## src/rtl/id_hazard_scoreboard.sv

```systemverilog
// id_hazard_scoreboard
//   Load-use hazard tracker for the decode stage. It keeps the destination
//   registers of in-flight loads in a LOAD_DEPTH-deep shift scoreboard.
//   Every decode read channel is compared against all valid slots. A match
//   raises that channel's related flag and the decode stall request.
//
// Optional feature (macro SCOREBOARD_PERF_EN): adds the stall_cycles output.
//   It is a saturating count of the rising edges on which decode was held
//   by a load-use hazard. The edge is not counted when stall_in or flush
//   is also active.
//
// Ports:
//   clk, rst          clock; asynchronous active-high reset
//   stall_in          downstream stall, freezes the scoreboard
//   flush             clears all pending entries (wins over stall_in)
//   issue_*           instruction currently in decode
//   read_en/read_addr per-channel source operands, channel k at [k*W +: W]
//   related           per-channel dependency on a pending load
//   stall_request     OR of related
//   pending_count     number of valid scoreboard slots
//   stall_cycles      (SCOREBOARD_PERF_EN only) hazard stall cycle counter
module id_hazard_scoreboard #(
  parameter int NUM_READ_PORTS = 2,
  parameter int REG_ADDR_WIDTH = 5,
  parameter int LOAD_DEPTH     = 2,
  localparam int CNT_W         = $clog2(LOAD_DEPTH + 1)
) (
  input  logic                                     clk,
  input  logic                                     rst,
  input  logic                                     stall_in,
  input  logic                                     flush,
  input  logic                                     issue_valid,
  input  logic                                     issue_write_en,
  input  logic [REG_ADDR_WIDTH-1:0]                issue_write_addr,
  input  logic                                     issue_is_load,
  input  logic [NUM_READ_PORTS-1:0]                read_en,
  input  logic [NUM_READ_PORTS*REG_ADDR_WIDTH-1:0] read_addr,
  output logic [NUM_READ_PORTS-1:0]                related,
  output logic                                     stall_request,
  output logic [CNT_W-1:0]                         pending_count
`ifdef SCOREBOARD_PERF_EN
  ,
  output logic [31:0]                              stall_cycles
`endif
);

  // Slot 0 is the youngest entry; slot LOAD_DEPTH-1 retires on the next shift.
  logic [LOAD_DEPTH-1:0]     valid_q, valid_d;
  logic [REG_ADDR_WIDTH-1:0] addr_q [LOAD_DEPTH];
  logic [REG_ADDR_WIDTH-1:0] addr_d [LOAD_DEPTH];
  logic                      accept;

  always_comb begin
    related = '0;
    for (int k = 0; k < NUM_READ_PORTS; k++) begin
      for (int i = 0; i < LOAD_DEPTH; i++) begin
        if (read_en[k] && (read_addr[k*REG_ADDR_WIDTH +: REG_ADDR_WIDTH] != '0) &&
            valid_q[i] && (addr_q[i] == read_addr[k*REG_ADDR_WIDTH +: REG_ADDR_WIDTH]))
          related[k] = 1'b1;
      end
    end
  end

  assign stall_request = |related;

  always_comb begin
    pending_count = '0;
    for (int i = 0; i < LOAD_DEPTH; i++)
      pending_count = pending_count + CNT_W'(valid_q[i]);
  end

  // A load that is itself stalled must not enter the scoreboard. It is
  // re-presented by decode once its own hazard clears.
  assign accept = issue_valid && issue_write_en && issue_is_load &&
                  (issue_write_addr != '0) && !stall_request;

  always_comb begin
    valid_d = valid_q;
    addr_d  = addr_q;
    if (flush) begin
      valid_d = '0;
    end else if (!stall_in) begin
      for (int i = LOAD_DEPTH - 1; i >= 1; i--) begin
        valid_d[i] = valid_q[i-1];
        addr_d[i]  = addr_q[i-1];
      end
      valid_d[0] = accept;
      addr_d[0]  = issue_write_addr;
    end
  end

  always_ff @(posedge clk or posedge rst) begin
    if (rst) begin
      valid_q <= '0;
      for (int i = 0; i < LOAD_DEPTH; i++)
        addr_q[i] <= '0;
    end else begin
      valid_q <= valid_d;
      addr_q  <= addr_d;
    end
  end

`ifdef SCOREBOARD_PERF_EN
  logic [31:0] stall_cycles_q, stall_cycles_d;

  always_comb begin
    stall_cycles_d = stall_cycles_q;
    if (stall_request && !stall_in && !flush && (stall_cycles_q != 32'hFFFF_FFFF))
      stall_cycles_d = stall_cycles_q + 32'd1;
  end

  always_ff @(posedge clk or posedge rst) begin
    if (rst) stall_cycles_q <= '0;
    else     stall_cycles_q <= stall_cycles_d;
  end

  assign stall_cycles = stall_cycles_q;
`endif

endmodule
```

## config.mk

```make
export PLATFORM = sky130hd
export DESIGN_NAME = id_hazard_scoreboard
export DESIGN_NICKNAME = d
export VERILOG_FILES = /design/src/rtl/id_hazard_scoreboard.sv
export SDC_FILE = /design/constraint.sdc
export NUM_CORES = 1
export LEC_CHECK = 0
export BUFFER_PORTS_ARGS = -buffer_cell sky130_fd_sc_hd__buf_2
export CAP_MARGIN = 20
export CELL_PAD_IN_SITES_DETAIL_PLACEMENT = 1
export CELL_PAD_IN_SITES_GLOBAL_PLACEMENT = 1
export CORE_ASPECT_RATIO = 1.4
export CORE_MARGIN = 2
export CORE_UTILIZATION = 36
export DETAILED_ROUTE_END_ITERATION = 12
export PLACE_DENSITY = 0.83
export REMOVE_ABC_BUFFERS = 1
export SYNTH_ARGS = -nofsm -noshare
export SYNTH_HDL_FRONTEND = slang
export SYNTH_SLANG_ARGS = --single-unit
```

## constraint.sdc

```tcl
create_clock -name clk -period 1.7 [get_ports clk]
set_input_delay 0.085 -clock clk [delete_from_list [all_inputs] [get_ports clk]]
set_output_delay 0.085 -clock clk [all_outputs]
set_load 0.05 [all_outputs]
```

==> run_summary.xml <==
<?xml version="1.0" encoding="UTF-8"?>
<metrics>
  <group name="outcome">
    <metric name="status" unit="">finished with violations</metric>
    <metric name="failed_checks" unit="">setup timing</metric>
  </group>
  <group name="sta">
    <metric name="setup_ws" unit="ps">-125</metric>
    <metric name="setup_repair_after_global_routing_missed_its_margin" unit="">true</metric>
    <metric name="layout_worst_path_cycle_share" unit="%">107</metric>
    <metric name="setup_viol" unit="">4</metric>
    <metric name="holdWs" unit="ps">54.2</metric>
    <metric name="worst_pin_slew" unit="ps">500</metric>
    <metric name="tns" unit="ps">-278</metric>
    <metric name="final.setup_skew" unit="ps">6.39</metric>
    <metric name="fmaxAchievable" unit="MHz">548</metric>
    <metric name="final-hold-violation-count" unit="">0</metric>
    <metric name="final.min_clock_period" unit="ps">1820</metric>
    <metric name="relSlewSlack" unit="%">66.6</metric>
    <metric name="maxSlewViolCount" unit="">0</metric>
  </group>
  <group name="layout">
    <metric name="antenna_cells_inserted" unit="">0</metric>
    <metric name="syn2layout_area_growth" unit="%">40.2</metric>
    <metric name="layout.nets" unit="">135</metric>
    <metric name="commonest_cells_after_routing_fill_and_taps_aside" unit="">25 x sky130_fd_sc_hd__buf_2, 16 x sky130_fd_sc_hd__xor2_1, 10 x sky130_fd_sc_hd__dfrtp_1</metric>
    <metric name="leading_cell_type_in_the_layout_fill_and_taps_excluded" unit="">sky130_fd_sc_hd__buf_2</metric>
    <metric name="post_route_cells_drive_above_1_share" unit="%">54.1</metric>
    <metric name="post-route-util" unit="%">51.9</metric>
    <metric name="stdcell_area" unit="mm^2">0.00110</metric>
    <metric name="layout.cells.non_filler" unit="">131</metric>
  </group>
  <group name="flow_run">
    <metric name="timing.max_cap.violations" unit="">0</metric>
  </group>
  <group name="power_and_ir_drop">
    <metric name="intPower" unit="mW">0.623</metric>
    <metric name="vdd_ir_drop_max" unit="mV">0.620</metric>
    <metric name="fin_total_pwr" unit="mW">0.910</metric>
    <metric name="cellLeakagePower" unit="nW">0.513</metric>
    <metric name="reg_power_share" unit="%">43.1</metric>
    <metric name="swShare" unit="%">31.6</metric>
    <metric name="power.net_switching" unit="mW">0.287</metric>
    <metric name="share_of_power_burned_in_the_clock_network" unit="%">24.8</metric>
    <metric name="combinationalPowerShare" unit="%">32.0</metric>
    <metric name="power_per_cell_area" unit="mW/mm^2">824</metric>
  </group>
  <group name="cts">
    <metric name="cts.path.max_buffers" unit="">2</metric>
    <metric name="cts-root-buf" unit="">sky130_fd_sc_hd__clkbuf_4</metric>
    <metric name="clkTransAtPathRegs" unit="ps">80</metric>
    <metric name="cts_sinks" unit="">12</metric>
    <metric name="tritoncts_clock_tree" unit="">built</metric>
    <metric name="insertion_delay" unit="ps">270</metric>
    <metric name="tritoncts.num_buffers" unit="">3</metric>
    <metric name="clock_tree.htree_level_count" unit="">1</metric>
  </group>
  <group name="hold_path">
    <metric name="hold_path_class" unit="">input pin to flip-flop</metric>
  </group>
  <group name="global_routing">
    <metric name="grt.met2_usage" unit="%">34.3</metric>
    <metric name="all_layer_gr_usage" unit="%">19.3</metric>
    <metric name="global_route_met3_usage" unit="%">1.83</metric>
    <metric name="antenna_found_initial" unit="">0</metric>
    <metric name="layer_with_the_highest_usage_after_global_routing" unit="">met2</metric>
    <metric name="grt_max_degree" unit="">13</metric>
    <metric name="grt_pass1_wl" unit="um">3570</metric>
    <metric name="first_global_vias" unit="">809</metric>
    <metric name="grt-ovfl-total" unit="">0</metric>
    <metric name="globalRouteMet1Util" unit="%">21.3</metric>
  </group>
  <group name="synth">
    <metric name="ys_seq_elements" unit="">12</metric>
    <metric name="netlist_top_cells_area" unit="">sky130_fd_sc_hd__dfrtp_1 38%, sky130_fd_sc_hd__xor2_1 18%, sky130_fd_sc_hd__mux2_2 8.6%</metric>
    <metric name="ys_seq_area_share" unit="%">38.2</metric>
    <metric name="post-synth-top-area-cell" unit="">sky130_fd_sc_hd__dfrtp_1</metric>
    <metric name="fraction_of_post_synthesis_cell_area_in_the_top_cell_type_by_area" unit="%">38.2</metric>
    <metric name="synth_area" unit="um^2">787</metric>
    <metric name="synth.yosys.warnings" unit="">0</metric>
    <metric name="syn_avg_cell_area" unit="um^2">11.6</metric>
    <metric name="netlist_instances" unit="">68</metric>
    <metric name="synth.lib_cells_used.distinct" unit="">20</metric>
  </group>
  <group name="setup_path">
    <metric name="biggest_cell_delay_along_the_critical_path" unit="ps">410</metric>
    <metric name="cp.required" unit="ps">1620</metric>
    <metric name="worstSetupStartpointType" unit="">flip-flop</metric>
    <metric name="critical_path_peak_fanout" unit="">2</metric>
    <metric name="cp_slowest_cell" unit="">sky130_fd_sc_hd__dfrtp_1</metric>
    <metric name="worstPathArrival" unit="ps">1740</metric>
    <metric name="worstPathCellList" unit="">xor2_1 -&gt; nor4_2 -&gt; a32oi_1 -&gt; o22ai_2 -&gt; buf_6</metric>
    <metric name="crit_type" unit="">flip-flop to output port</metric>
    <metric name="cp-end-kind" unit="">output port</metric>
  </group>
  <group name="placement">
    <metric name="detailed_placer_s_ending_hpwl" unit="um">1650</metric>
    <metric name="dp.cells" unit="">118</metric>
    <metric name="dp_slack" unit="ps">29.8</metric>
    <metric name="place.gp.congestion" unit="">0.807</metric>
    <metric name="io_buffer_count" unit="">28</metric>
    <metric name="postPlaceCellArea" unit="um^2">948</metric>
  </group>
  <group name="drt">
    <metric name="detail_route.wirelength" unit="um">2330</metric>
    <metric name="detail_route.drc_violations" unit="">0</metric>
    <metric name="routed_wire_length_per_instance" unit="um">17.8</metric>
    <metric name="drt_iter0_markers" unit="">15</metric>
    <metric name="route.vias.total" unit="">703</metric>
    <metric name="drt_pass_1_iters" unit="">4</metric>
    <metric name="antenna_left" unit="">0</metric>
    <metric name="vias_per_cell" unit="">5.37</metric>
  </group>
  <group name="floorplan">
    <metric name="rows" unit="">20</metric>
    <metric name="dieArea" unit="mm^2">0.00258</metric>
    <metric name="boundaryPins" unit="">29</metric>
    <metric name="chipWidth" unit="um">43.5</metric>
    <metric name="die-height" unit="um">59.3</metric>
    <metric name="floorplan.initialDensity" unit="%">37.0</metric>
    <metric name="core" unit="mm^2">0.00213</metric>
  </group>
</metrics>
==> power by group through the flow <==
stage                     Combinational, mW  Clock [mW]  Sequential (mW)
final                                 0.291       0.226            0.393
after global routing                  0.321       0.249            0.399
after CTS                             0.224       0.231            0.394
after detailed placement              0.211           0            0.400
after global placement                0.201           0            0.395
after floorplan                       0.141           0            0.382
==> state kept, by name, indices dropped and copies added, names as in the netlist <==
register	cells
addr_q	10
valid_q	2
==> worst paths after layout <==
path                                startpoint       endpoint  slack, ps  cells past startpoint
setup / recovery                     addr_q[4]  stall_request       -120                      5
hold / removal             issue_write_addr[2]      addr_q[7]         50                      2
setup reg to reg                     addr_q[7]     valid_q[0]        -30                      7
hold reg to reg                      addr_q[3]      addr_q[3]        580                      1
max in group asynchronous                  rst      addr_q[5]        960                      3
min in group asynchronous                  rst      addr_q[7]        380                      3
==> repair_timing <==
action,4_1_cts,5_1_grt
hold buffers,2,0
endpoints found under the setup margin,3,4
buffers inserted,2,5
resized for setup,7,5
pin swaps,8,8
hold endpoints to repair,13,0
==> layer usage <==
| layer | vias to the layer above | routed length [um] |
|---|---|---|
| li1 | 329 | - |
| met1 | 340 | 865 |
| met2 | 26 | 1320 |
| met3 | 8 | 82 |
| met4 | 0 | 59 |
| met5 | - | 0 |
==> kinds of logic after synthesis <==
family,after synthesis,synth area share [%]
xor+xnor,20,22.3
mux,11,15.6
compound gates,6,7.63
buf+inv,2,2.22
flops,12,38.2
simple gates,16,12.6
fa+ha+maj,1,1.59
==> worst max-delay path: cells and delay by family (launching register included) <==
family	cells	cell delay, ps
simple gates	1	300
flops	1	410
xor+xnor	1	160
compound gates	2	410
buf+inv	1	190
==> Yosys cell counts <==
| cell | count |
|---|---|
| sky130_fd_sc_hd__nor2_1 | 5 |
| sky130_fd_sc_hd__dfrtp_1 | 12 |
| sky130_fd_sc_hd__or4_1 | 2 |
| sky130_fd_sc_hd__or4_4 | 1 |
| sky130_fd_sc_hd__ha_1 | 1 |
| sky130_fd_sc_hd__o22ai_2 | 1 |
| sky130_fd_sc_hd__o31ai_2 | 1 |
| sky130_fd_sc_hd__xor2_1 | 16 |
| sky130_fd_sc_hd__mux2_1 | 4 |
| sky130_fd_sc_hd__inv_1 | 1 |
| sky130_fd_sc_hd__o21ai_2 | 2 |
| sky130_fd_sc_hd__and2_2 | 2 |
| sky130_fd_sc_hd__mux2_2 | 6 |
| sky130_fd_sc_hd__nand4_1 | 1 |
| sky130_fd_sc_hd__mux2i_1 | 1 |
| sky130_fd_sc_hd__nor4_1 | 4 |
| sky130_fd_sc_hd__nand3b_1 | 1 |
| sky130_fd_sc_hd__clkbuf_8 | 1 |
| sky130_fd_sc_hd__a32oi_1 | 2 |
| sky130_fd_sc_hd__xnor2_1 | 4 |
==> area by class of cell <==
type                       count  area [um^2]
timing repair buffer          38          239
clock buffer                   4         36.3
fill                         248         1020
inverter                       1         3.75
multi-input combinational     54          494
tap                           22         27.5
sequential                    12          303
Note: power is estimated with default switching activity, not from simulation.
